===== src/rtl/fetch_stage.sv =====
// fetch_stage: IF stage of the 5-stage MIPS pipeline.
//   Owns the fetch PC, reads the instruction ROM combinationally and loads the
//   IF/ID pipeline register. Reset beats redirect, redirect beats stall.
// Parameters:
//   IMEM_DEPTH  instruction ROM depth in 32-bit words
//   IMEM_INIT   ROM image, word i at IMEM_INIT[i]
//   RESET_PC    PC loaded on reset
//   CNT_W       width of fetch_count
// Ports:
//   clk          rising-edge clock
//   reset        synchronous, active-low reset
//   stall        hold PC, IF/ID and fetch_count
//   redirect     load redirect_pc and flush IF/ID
//   redirect_pc  redirect target
//   pc           current fetch PC
//   ifid_instr   IF/ID instruction (0 = NOP)
//   ifid_npc     IF/ID PC+4 of that instruction
//   ifid_valid   IF/ID holds a real instruction
//   fetch_count  saturating count of valid IF/ID loads
module fetch_stage #(
  parameter int unsigned                 IMEM_DEPTH = 128,
  parameter logic [IMEM_DEPTH-1:0][31:0] IMEM_INIT  = '0,
  parameter logic [31:0]                 RESET_PC   = 32'h0,
  parameter int unsigned                 CNT_W      = 16
) (
  input  logic             clk,
  input  logic             reset,
  input  logic             stall,
  input  logic             redirect,
  input  logic [31:0]      redirect_pc,
  output logic [31:0]      pc,
  output logic [31:0]      ifid_instr,
  output logic [31:0]      ifid_npc,
  output logic             ifid_valid,
  output logic [CNT_W-1:0] fetch_count
);

  localparam int unsigned AW = (IMEM_DEPTH > 1) ? $clog2(IMEM_DEPTH) : 1;

  logic [31:0] word_c;
  logic [31:0] pc_plus4_c;

  // ROM read; the full word index is range-checked so out-of-range fetches return a NOP
  always_comb begin
    word_c = 32'h0;
    if (pc[31:2] < 30'(IMEM_DEPTH)) begin
      word_c = IMEM_INIT[pc[AW+1:2]];
    end
  end

  // Sequential PC increment wraps modulo 2^32
  assign pc_plus4_c = pc + 32'd4;

  // PC, IF/ID register and fetch counter
  always_ff @(posedge clk) begin
    if (!reset) begin
      pc          <= RESET_PC;
      ifid_instr  <= 32'h0;
      ifid_npc    <= 32'h0;
      ifid_valid  <= 1'b0;
      fetch_count <= '0;
    end else if (redirect) begin
      pc          <= redirect_pc;
      ifid_instr  <= 32'h0;
      ifid_npc    <= 32'h0;
      ifid_valid  <= 1'b0;
    end else if (!stall) begin
      pc          <= pc_plus4_c;
      ifid_instr  <= word_c;
      ifid_npc    <= pc_plus4_c;
      ifid_valid  <= 1'b1;
      if (fetch_count != '1) begin
        fetch_count <= fetch_count + CNT_W'(1);
      end
    end
  end

endmodule


===== config.mk =====
export PLATFORM = sky130hd
export DESIGN_NAME = fetch_stage
export DESIGN_NICKNAME = d
export VERILOG_FILES = /design/src/rtl/fetch_stage.sv
export SDC_FILE = /design/constraint.sdc
export NUM_CORES = 1
export LEC_CHECK = 0
export ABC_AREA = 0
export CORE_MARGIN = 8
export CORE_UTILIZATION = 49
export CTS_CLUSTER_SIZE = 12
export DETAILED_ROUTE_END_ITERATION = 8
export MAX_ROUTING_LAYER = met4
export PLACE_DENSITY = 0.84
export SYNTH_ARGS = -nofsm -noshare
export SYNTH_HDL_FRONTEND = slang
export SYNTH_SLANG_ARGS = --single-unit

===== constraint.sdc =====
create_clock -name clk -period 2.8 [get_ports clk]
set_input_delay 0.42 -clock clk [delete_from_list [all_inputs] [get_ports clk]]
set_output_delay 0.42 -clock clk [all_outputs]
set_load 0.01 [all_outputs]

==> results by group, run 1 <==
Outcome
  • Outcome: completed

Synth
  • Most frequent cell after synthesis: dfxtp_1
  • Post-synthesis sequential area ratio: 0.379
  • Post-synth cell types: between 40 and 50
  • Area contributors post-synth: dfxtp_1 38%, xnor2_1 8.0%, buf_4 6.0%
  • Largest area contributor in the netlist: dfxtp_1
  • Syn_area_per_cell: 8.22 sq um
  • EDFF count, synth: 0
  • Number of synthesized register bits: 81
  • Most frequent cells after synthesis: 81 x dfxtp_1, 55 x nor2_1, 45 x a21oi_1
  • Cell count after synthesis: ~520
  • Top_reg_cell synth: dfxtp_1
  • Post-Syn Area: 0.00428 sq mm
  • Ys async rst share: 0
  • Synth top area share: 0.379
  • Yosys warnings: 0

Drt
  • Vias per cell: about 5.4
  • Drt first pass iters: 4
  • ANT nets after route: 0
  • # DRC: 0
  • Routed via count: 3,962
  • Routed wire length: 11,900 microns
  • Drt initial violations: 199
  • Post-DR wirelength/cell: ~16 microns

Global route
  • First-pass GRT wire length: ~19,000 microns
  • GRT Total Usage: 0.198
  • Largest net degree at the start of global routing: 44
  • Initial antenna violation count: 0
  • Vias in the first global route: 3,832
  • Gr ovfl total: 0

Cells and area
  • N_diodes: 0
  • Syn-to-layout area delta: 30.4%
  • Fillers: around 740
  • Nets: about 650
  • Final std cells w/o fill: 729
  • Final instance area: 0.00559 sq mm
  • Share of layout cells above drive strength 1: 0.0515
  • Core Util, Final: 0.650

Clock tree
  • Worst-Skew Late Latency: 0.35 ns
  • PostCTS Resize Cnt: 0
  • Sink Count: approximately 80
  • Number of CTS-inserted buffers: 9
  • Post-CTS setup buffers: 0
  • CTS tree: yes
  • Root buffer cell: clkbuf_8
  • # H-tree levels: 3
  • Post-CTS Hold Buffers: 0
  • Clk slew on worst S/H paths: 0.08 ns
  • Max Buffers Root-to-Sink: 2

Die
  • Initial Util: 0.499
  • Std-Cell Rows: 34
  • Die Y: 110 microns
  • I/O pin cnt: 149
  • Total die area: 0.0120 sq mm
  • Die W: around 110 microns
  • Core Footprint: 0.00859 sq mm

Min path
  • Worst Hold End: ifid_valid
  • Hold path startpoint: ifid_valid
  • Hold WC Path Type: reg2reg
  • Hold Path Cell Cnt: 1

Placed design
  • I/O Buffers: 116
  • RePlAce Congestion: roughly 0.9
  • Placed Area: 0.00536 sq mm
  • Cells after DPL: slightly above 700
  • Post-DP HPWL: 9000 microns

Critical path
  • CP Max Fanout: 11
  • Worst Path Required: 3.07 ns
  • FF-to-FF Start: pc[19]
  • Crit-path cells: and4_1, nand4_1, or3b_1, xor2_1, a211oi_1
  • Worst R2R Setup Slack: approximately 0.50 ns
  • Slowest cell on crit path: or3b_1
  • Setup crit end kind: flip-flop
  • Startpoint types: flip-flop
  • R2R depth: 5
  • Critical path's largest stage delay: 0.54 ns
  • Worst Path Arrival: about 2.6 ns
  • Crit Path Category: reg2reg
  • Worst R2R End: pc[29]

Timing
  • Worst-case clock skew: 0.0101 ns
  • Worst slew pin tran: 0.648 ns
  • Final Cycle Share: 0.823
  • Setup TNS: 0 ns
  • Highest clock rate: approximately 430 MHz
  • Max_slew headroom: 0.564
  • Slew Viols, Final: 0
  • Fin crit period: 2.30 ns
  • Setup violators final: 0
  • Final Hold Viols: 0
  • Unrepaired setup endpoints after global routing: no

Power
  • VDD IR max: roughly 0.33 mV
  • Leakage: 1.98 nW
  • Power per cell area: 471 mW/mm^2

Run
  • Max-cap viol count: 0
[flip-flops by register name, indices dropped and copies added, names as in the netlist]
name and flops:
ifid_valid 1, fetch_count 16, pc 32, ifid_npc 32
[worst max-delay path, delay by kind of cell (launching register included)]
family,cells,cell delay [ns]
AO/OA/AOI/OAI,1,0.22
XOR/XNOR,1,0.16
AND/OR/NAND/NOR,3,1.40
flip-flops,1,0.46
[routing by layer]
layer / vias to the layer above / GRT usage / wire, microns
met2: 157 / 0.317 / 5550
met3: 16 / 0.0528 / 1100
met4: 0 / 0.0588 / 161
met5: - / - / 0
li1: 1949 / - / -
met1: 1840 / 0.240 / 5140
[stage by stage]
step	worst slack, ns	hold WS [ns]	power, mW
after CTS	0.515	0.479	2.65
after floorplan	0.863	0.484	1.52
after detailed placement	0.513	0.460	1.68
after global routing	0.345	0.494	2.73
after global placement	0.587	0.435	1.67
final	0.496	0.464	2.63
[layout by cell type, fill, tap and decap left out, types with 7 or more instances in the layout]
cell and n:
and3_1 7, nor2_1 55, a21oi_1 45, and4_1 9, buf_4 9, nand3_1 20, dfxtp_1 81, mux2i_1 14
xnor2_1 39, nand2_1 26, nor3_1 12, nor4_1 12, nand4_1 18, o21ai_0 42, a211oi_1 10, conb_1 32
xor2_1 23, clkdlybuf4s50_1 116, clkbuf_8 11
[cells by family after synthesis]
logic type / after synthesis / share of synthesized area
multiplexers: 14 / 0.0327
flip-flops: 81 / 0.379
AO/OA/AOI/OAI: 107 / 0.138
other: 1 / 0.000875
AND/OR/NAND/NOR: 176 / 0.217
XOR/XNOR: 62 / 0.127
adder cells (fa/ha/maj): 2 / 0.00584
buffers and inverters: 78 / 0.100
[final cells by class]
type / instances / area [sq um] / share of cell area
clock buffer: 11 / 151 / 0.0271
timing repair buffer: 125 / 1230 / 0.220
tap: 108 / 135 / 0.0242
sequential: 81 / 1620 / 0.290
inverter: 6 / 22.5 / 0.00403
clock inverter: 5 / 77.6 / 0.0139
multi-input combinational: 393 / 2350 / 0.420
[worst max-delay path by stage]
stage	slack (ns)	end	start	cells past startpoint
2_1_floorplan	0.86	pc[31]	pc[6]	6
3_3_place_gp	0.59	fetch_count[7]	stall	6
3_5_place_dp	0.51	fetch_count[7]	stall	6
4_1_cts	0.52	pc[29]	pc[19]	5
5_1_grt	0.34	pc[29]	pc[19]	5
6_report	0.50	pc[29]	pc[19]	5
[power by group]
group / total [mW] / internal [mW] / leakage, nW / switching, mW
Combinational: 0.385 / 0.198 / 1.20 / 0.186
Clock: 0.974 / 0.548 / 0.115 / 0.426
Sequential: 1.27 / 1.20 / 0.664 / 0.0718
Power figures use the tool's default switching activity.
==> run 2: changes to the inputs <==
- CORE_UTILIZATION: 49 -> 46
- PLACE_DENSITY: 0.84 -> 0.79
- clock period: 2.8 -> 2.4 ns (I/O delays scaled with it)
==> results by group, run 2 (same netlist as run 1, synthesis figures left out) <==
Power
  • Sequential power share: 0.509 (was 0.484)
  • Leakage: 2.01 nW (was 1.98 nW)
  • P_sw: 861 uW (was 684 uW)
  • Logic pwr share: 0.164 (was 0.146)
  • Sw frac: 0.297 (was 0.260)
  • VDD IR max: 0.370 mV (was 0.330 mV)
  • Clock share of power: 0.327 (was 0.370)
  • Power per cell area: 516 mW/mm^2 (was 471 mW/mm^2)
  • Pint: 2.04 mW (was 1.95 mW)

Critical path
  • Slowest cell on crit path: or4_4 (was or3b_1)
  • Critical path's largest stage delay: 0.59 ns (was 0.54 ns)
  • Worst Path Arrival: 2.35 ns (was 2.57 ns)
  • Worst R2R Setup Slack: 0.26 ns (was 0.50 ns)
  • Crit-path cells: nand4_4, or4_4, nor4_4, mux2i_1, o22ai_1 (was and4_1, nand4_1, or3b_1, xor2_1, a211oi_1)
  • FF-to-FF Start: pc[5] (was pc[19])
  • CP Buf/Inv Count: 0 (unchanged)
  • CP Max Fanout: 9 (was 11)
  • Worst R2R End: pc[31] (was pc[29])
  • Worst Path Required: 2.61 ns (was 3.07 ns)
  • Crit Path Category: reg2reg (unchanged)
  • Setup crit end kind: flip-flop (unchanged)
  • CP top delay family: simple AND/OR/NAND/NOR gates (unchanged)
  • R2R depth: 5 (unchanged)
  • Startpoint types: flip-flop (unchanged)

Die
  • Die Y: 113 microns (was 110 microns)
  • Initial Util: 0.468 (was 0.499)
  • I/O pin cnt: 149 (unchanged)
  • Total die area: 0.0127 sq mm (was 0.0120 sq mm)
  • Std-Cell Rows: 35 (was 34)
  • Core Footprint: 0.00915 sq mm (was 0.00859 sq mm)
  • Die W: 113 microns (was 110 microns)

Clock tree
  • PostCTS Resize Cnt: 0 (unchanged)
  • Max Buffers Root-to-Sink: 2 (unchanged)
  • Number of CTS-inserted buffers: 9 (unchanged)
  • Root buffer cell: clkbuf_8 (unchanged)
  • # H-tree levels: 3 (unchanged)
  • Post-CTS setup buffers: 0 (unchanged)
  • CTS tree: yes (unchanged)
  • Post-CTS Hold Buffers: 0 (unchanged)
  • Worst-Skew Late Latency: 0.36 ns (was 0.35 ns)
  • Sink Count: 81 (unchanged)
  • Clk slew on worst S/H paths: 0.09 ns (was 0.08 ns)

Global route
  • Vias in the first global route: 4,100 (was 3,832)
  • Initial antenna violation count: 0 (unchanged)
  • Largest net degree at the start of global routing: 44 (unchanged)
  • GRT Total Usage: 0.202 (was 0.198)
  • Gr ovfl total: 0 (unchanged)
  • First-pass GRT wire length: 20,400 microns (was 18,800 microns)

Drt
  • Drt first pass iters: 4 (unchanged)
  • Vias per cell: 5.42 (was 5.43)
  • Routed wire length: 12,500 microns (was 11,900 microns)
  • Post-DR wirelength/cell: 16.9 microns (was 16.4 microns)
  • ANT nets after route: 0 (unchanged)
  • Drt initial violations: 216 (was 199)
  • # DRC: 0 (unchanged)
  • Routed via count: 4,020 (was 3,962)

Timing
  • Highest clock rate: 468 MHz (was 434 MHz)
  • Unrepaired setup endpoints after global routing: no (unchanged)
  • Setup violators final: 0 (unchanged)
  • Final Hold Viols: 0 (unchanged)
  • Setup WS post-layout: 0.261 ns (was 0.496 ns)
  • Worst-case clock skew: 0.0196 ns (was 0.0101 ns)
  • Hold slack: 0.458 ns (was 0.464 ns)
  • Setup TNS: 0 ns (unchanged)
  • Slew Viols, Final: 0 (unchanged)
  • Worst slew pin tran: 0.716 ns (was 0.648 ns)
  • Fin crit period: 2.14 ns (was 2.30 ns)
  • Max_slew headroom: 0.521 (was 0.564)
  • Final Cycle Share: 0.891 (was 0.823)

Min path
  • Worst Hold End: ifid_valid (unchanged)
  • Hold Path Cell Cnt: 1 (unchanged)
  • Hold path startpoint: ifid_valid (unchanged)
  • Hold WC Path Type: reg2reg (unchanged)

Cells and area
  • Nets: 664 (was 654)
  • Core Util, Final: 0.614 (was 0.650)
  • Top flop regs: ifid_npc x32, pc x32, fetch_count x16 (unchanged)
  • Syn-to-layout area delta: 31.1% (was 30.4%)
  • Highest-count cells in the layout ignoring fill and taps: 116 x clkdlybuf4s50_1, 81 x dfxtp_1, 55 x nor2_1, 45 x a21oi_1, 42 x o21ai_0 (unchanged)
  • N_diodes: 0 (unchanged)
  • Most common cell after layout, fill and taps aside: clkdlybuf4s50_1 (unchanged)
  • Share of layout cells above drive strength 1: 0.0666 (was 0.0515)
  • Fillers: 776 (was 736)

Run
  • Max-cap viol count: 0 (unchanged)

Placed design
  • I/O Buffers: 116 (unchanged)
  • RePlAce Congestion: 0.902 (was 0.874)
  • Post-DP HPWL: 9580 microns (was 9000 microns)
  • Setup WS pre-CTS: 0.280 ns (was 0.513 ns)

Outcome
  • Outcome: completed (unchanged)
## run 2: cell count changes in the layout (fill, tap and decap cells not counted), sizes merged
cell      delta
buf         +10
inv          +5
bufinv       -2
clkbuf       -2
clkinvlp     -1
## run 2: power by group through the flow
stage	Combinational, mW	Sequential, mW	Clock [mW]
2_1_floorplan	0.259	1.51	0
3_3_place_gp	0.465	1.50	0
3_5_place_dp	0.472	1.51	0
4_1_cts	0.475	1.48	0.971
5_1_grt	0.516	1.49	1.03
6_report	0.476	1.48	0.946
## run 2: area by class of cell
type                            count  area (sq um)  area share
Multi-Input combinational cell    393          2350       0.418
Sequential cell                    81          1620       0.289
Timing Repair Buffer              135          1300       0.232
Tap cell                          111           139      0.0247
Clock buffer                        9           124      0.0221
Clock inverter                      7          57.6      0.0102
Inverter                            6          22.5     0.00401
## run 2: worst max-delay path by stage
stage	slack, ns	depth (start not counted)	endpoint	from
5_1_grt	0.005	6	pc[28]	pc[2]
6_report	0.26	5	pc[31]	pc[5]
3_3_place_gp	0.34	6	pc[29]	stall
4_1_cts	0.28	5	ifid_npc[31]	pc[6]
3_5_place_dp	0.28	6	pc[15]	stall
2_1_floorplan	0.46	6	pc[31]	pc[6]
## run 2: worst register-to-register path, stage by stage (launching register included)
cell and delay [ns]:
dfxtp_1 0.54, nand4_4 0.22, or4_4 0.59, nor4_4 0.31, mux2i_1 0.24, o22ai_1 0.09
## run 2: per-stage QoR
| stage | cell area, sq um | power (mW) | std cells |
|---|---|---|---|
| finish | 5620 | 2.90 | 742 |
| floorplan | 4400 | 1.77 | 552 |
| CTS | 5620 | 2.92 | 742 |
| detailed placement | 5440 | 1.98 | 726 |
| global placement | 5440 | 1.97 | 726 |
| global route | 5620 | 3.03 | 742 |
## run 2: metal layers
metal / vias up / global-route usage / part of all wire
li1: 1963 / - / -
met1: 1845 / 0.230 / 0.42
met2: 177 / 0.328 / 0.47
met3: 35 / 0.0649 / 0.087
met4: 0 / 0.0746 / 0.023
met5: - / - / 0
==> run 3: changes to the inputs <==
- CORE_MARGIN: 8 -> 2
- clock period: 2.4 -> 2.1 ns (I/O delays scaled with it)
==> results by group, run 3 (same netlist as run 1, synthesis figures left out) <==
Min path
  • Hold path startpoint: ifid_valid (unchanged)
  • Worst Hold End: ifid_valid (unchanged)
  • Hold WC Path Type: reg2reg (unchanged)
  • Hold Path Cell Cnt: 1 (unchanged)

Power
  • Leakage: 2.17 nW (was 2.01 nW)
  • Design Power: 3.37 mW (was 2.90 mW)
  • Power per cell area: 574 mW/mm^2 (was 516 mW/mm^2)
  • VDD IR max: 0.311 mV (was 0.370 mV)

Clock tree
  • Root buffer cell: clkbuf_8 (unchanged)
  • CTS tree: yes (unchanged)
  • Sink Count: 81 (unchanged)
  • Clk slew on worst S/H paths: 0.08 ns (was 0.09 ns)
  • Number of CTS-inserted buffers: 9 (unchanged)
  • Post-CTS Hold Buffers: 0 (unchanged)
  • # H-tree levels: 3 (unchanged)
  • Max Buffers Root-to-Sink: 2 (unchanged)
  • Worst-Skew Late Latency: 0.35 ns (was 0.36 ns)

Drt
  • Drt first pass iters: 4 (unchanged)
  • # DRC: 0 (unchanged)
  • Post-DR wirelength/cell: 14.9 microns (was 16.9 microns)
  • Drt initial violations: 205 (was 216)
  • ANT nets after route: 0 (unchanged)
  • Routed via count: 4,076 (was 4,020)
  • Routed wire length: 11,400 microns (was 12,500 microns)
  • Vias per cell: 5.29 (was 5.42)

Timing
  • Final Cycle Share: 0.921 (was 0.891)
  • Setup TNS: 0 ns (unchanged)
  • Fin crit period: 1.93 ns (was 2.14 ns)
  • Worst-case clock skew: 0.00574 ns (was 0.0196 ns)
  • Slew Viols, Final: 0 (unchanged)
  • Highest clock rate: 517 MHz (was 468 MHz)
  • Setup violators final: 0 (unchanged)
  • Final Hold Viols: 0 (unchanged)
  • Unrepaired setup endpoints after global routing: no (unchanged)

Die
  • I/O pin cnt: 149 (unchanged)
  • Total die area: 0.0101 sq mm (was 0.0127 sq mm)
  • Std-Cell Rows: 35 (unchanged)
  • Die W: 101 microns (was 113 microns)
  • Core Footprint: 0.00915 sq mm (unchanged)
  • Die Y: 101 microns (was 113 microns)
  • Initial Util: 0.468 (unchanged)

Cells and area
  • Most common cell after layout, fill and taps aside: clkdlybuf4s50_1 (unchanged)
  • Final instance area: 0.00586 sq mm (was 0.00562 sq mm)
  • Top flop regs: ifid_npc x32, pc x32, fetch_count x16 (unchanged)
  • Area occupied by multi-input gates: 0.00236 sq mm (was 0.00235 sq mm)
  • Syn-to-layout area delta: 36.9% (was 31.1%)
  • Nets: 694 (was 664)
  • Share of layout cells above drive strength 1: 0.109 (was 0.0666)
  • N_diodes: 0 (unchanged)
  • Fillers: 779 (was 776)
  • Highest-count cells in the layout ignoring fill and taps: 116 x clkdlybuf4s50_1, 81 x dfxtp_1, 55 x nor2_1, 48 x buf_4, 45 x a21oi_1 (was 116 x clkdlybuf4s50_1, 81 x dfxtp_1, 55 x nor2_1, 45 x a21oi_1, 42 x o21ai_0)
  • Register area: 0.00162 sq mm (unchanged)

Critical path
  • CP Max Fanout: 5 (was 9)
  • Worst R2R Setup Slack: 0.17 ns (was 0.26 ns)
  • Worst Path Required: 2.32 ns (was 2.61 ns)
  • Startpoint types: flip-flop (unchanged)
  • Setup crit end kind: flip-flop (unchanged)
  • Crit Path Category: reg2reg (unchanged)
  • Critical path's largest stage delay: 0.53 ns (was 0.59 ns)
  • Crit-path cells: nand4_1, or4_4, nor4_4, mux2i_1, o22ai_1 (was nand4_4, or4_4, nor4_4, mux2i_1, o22ai_1)
  • R2R depth: 5 (unchanged)
  • Slowest cell on crit path: or4_4 (unchanged)
  • Worst R2R End: pc[31] (unchanged)
  • FF-to-FF Start: pc[9] (was pc[5])
  • Worst Path Arrival: 2.16 ns (was 2.35 ns)

Run
  • Max-cap viol count: 0 (unchanged)

Placed design
  • Placed Area: 0.00567 sq mm (was 0.00544 sq mm)
  • I/O Buffers: 116 (unchanged)
  • RePlAce Congestion: 0.888 (was 0.902)
  • Post-DP HPWL: 8620 microns (was 9580 microns)

Global route
  • Gr ovfl total: 0 (unchanged)
  • Largest net degree at the start of global routing: 44 (unchanged)
  • Vias in the first global route: 3,930 (was 4,100)
  • First-pass GRT wire length: 18,500 microns (was 20,400 microns)
  • GRT Total Usage: 0.235 (was 0.202)
  • Initial antenna violation count: 0 (unchanged)

Outcome
  • Outcome: completed (unchanged)
==> run 3: cell count changes in the layout (fill, tap and decap cells not counted), sizes merged <==
cell    previous run  this run
clkbuf             9        10
bufinv             0         1
clkinv             2         3
buf               19        49
inv               11         6
==> run 3: worst max path at each step <==
| stage | startpoint | end | slack (ns) |
|---|---|---|---|
| floorplan | pc[6] | pc[31] | 0.16 |
| global placement | stall | pc[29] | 0.07 |
| detailed placement | stall | pc[29] | 0.04 |
| CTS | pc[3] | pc[28] | 0.10 |
| global route | pc[3] | ifid_npc[20] | 0.03 |
| finish | pc[9] | pc[31] | 0.17 |
==> run 3: cell type report <==
cell class,instances,area share
clock buffers,10,0.0235
clock inverters,4,0.00768
inverters,6,0.00384
multi-input cells,393,0.402
flip-flops and latches,81,0.277
well taps,111,0.0237
repair buffers,165,0.263
==> run 3: what timing repair did <==
item / CTS / global route
resized for setup: 0 / 2
setup buffers: 0 / 0
setup endpoints to repair: 0 / 2
==> run 3: layer usage <==
layer | GRT usage | share of wire | routed length [microns] | vias up
li1 | - | - | - | 2017
met1 | 0.289 | 0.44 | 5050 | 1874
met2 | 0.368 | 0.46 | 5250 | 155
met3 | 0.0569 | 0.073 | 835 | 30
met4 | 0.100 | 0.027 | 304 | 0
met5 | - | 0 | 0 | -
==> run 3: where the power goes <==
part,switching [mW],leakage [nW],internal (mW),total (mW)
logic,0.290,1.41,0.309,0.599
registers,0.0589,0.664,1.60,1.66
clock network,0.545,0.0978,0.563,1.11
==> run 3: metrics by stage <==
| step | worst slack [ns] | hold slack (ns) | std cells | util |
|---|---|---|---|---|
| finish | 0.166 | 0.456 | 770 | 0.641 |
| CTS | 0.100 | 0.462 | 770 | 0.640 |
| global placement | 0.0747 | 0.434 | 756 | 0.620 |
| floorplan | 0.163 | 0.458 | 552 | - |
| detailed placement | 0.0438 | 0.442 | 756 | 0.620 |
| global route | 0.0321 | 0.476 | 770 | 0.641 |
==> run 3: worst max-delay path: cells and delay by family, from the launching register on <==
kind            cells  cell delay, ns
flops               1            0.40
compound gates      1            0.10
simple gates        3            1.09
mux                 1            0.22
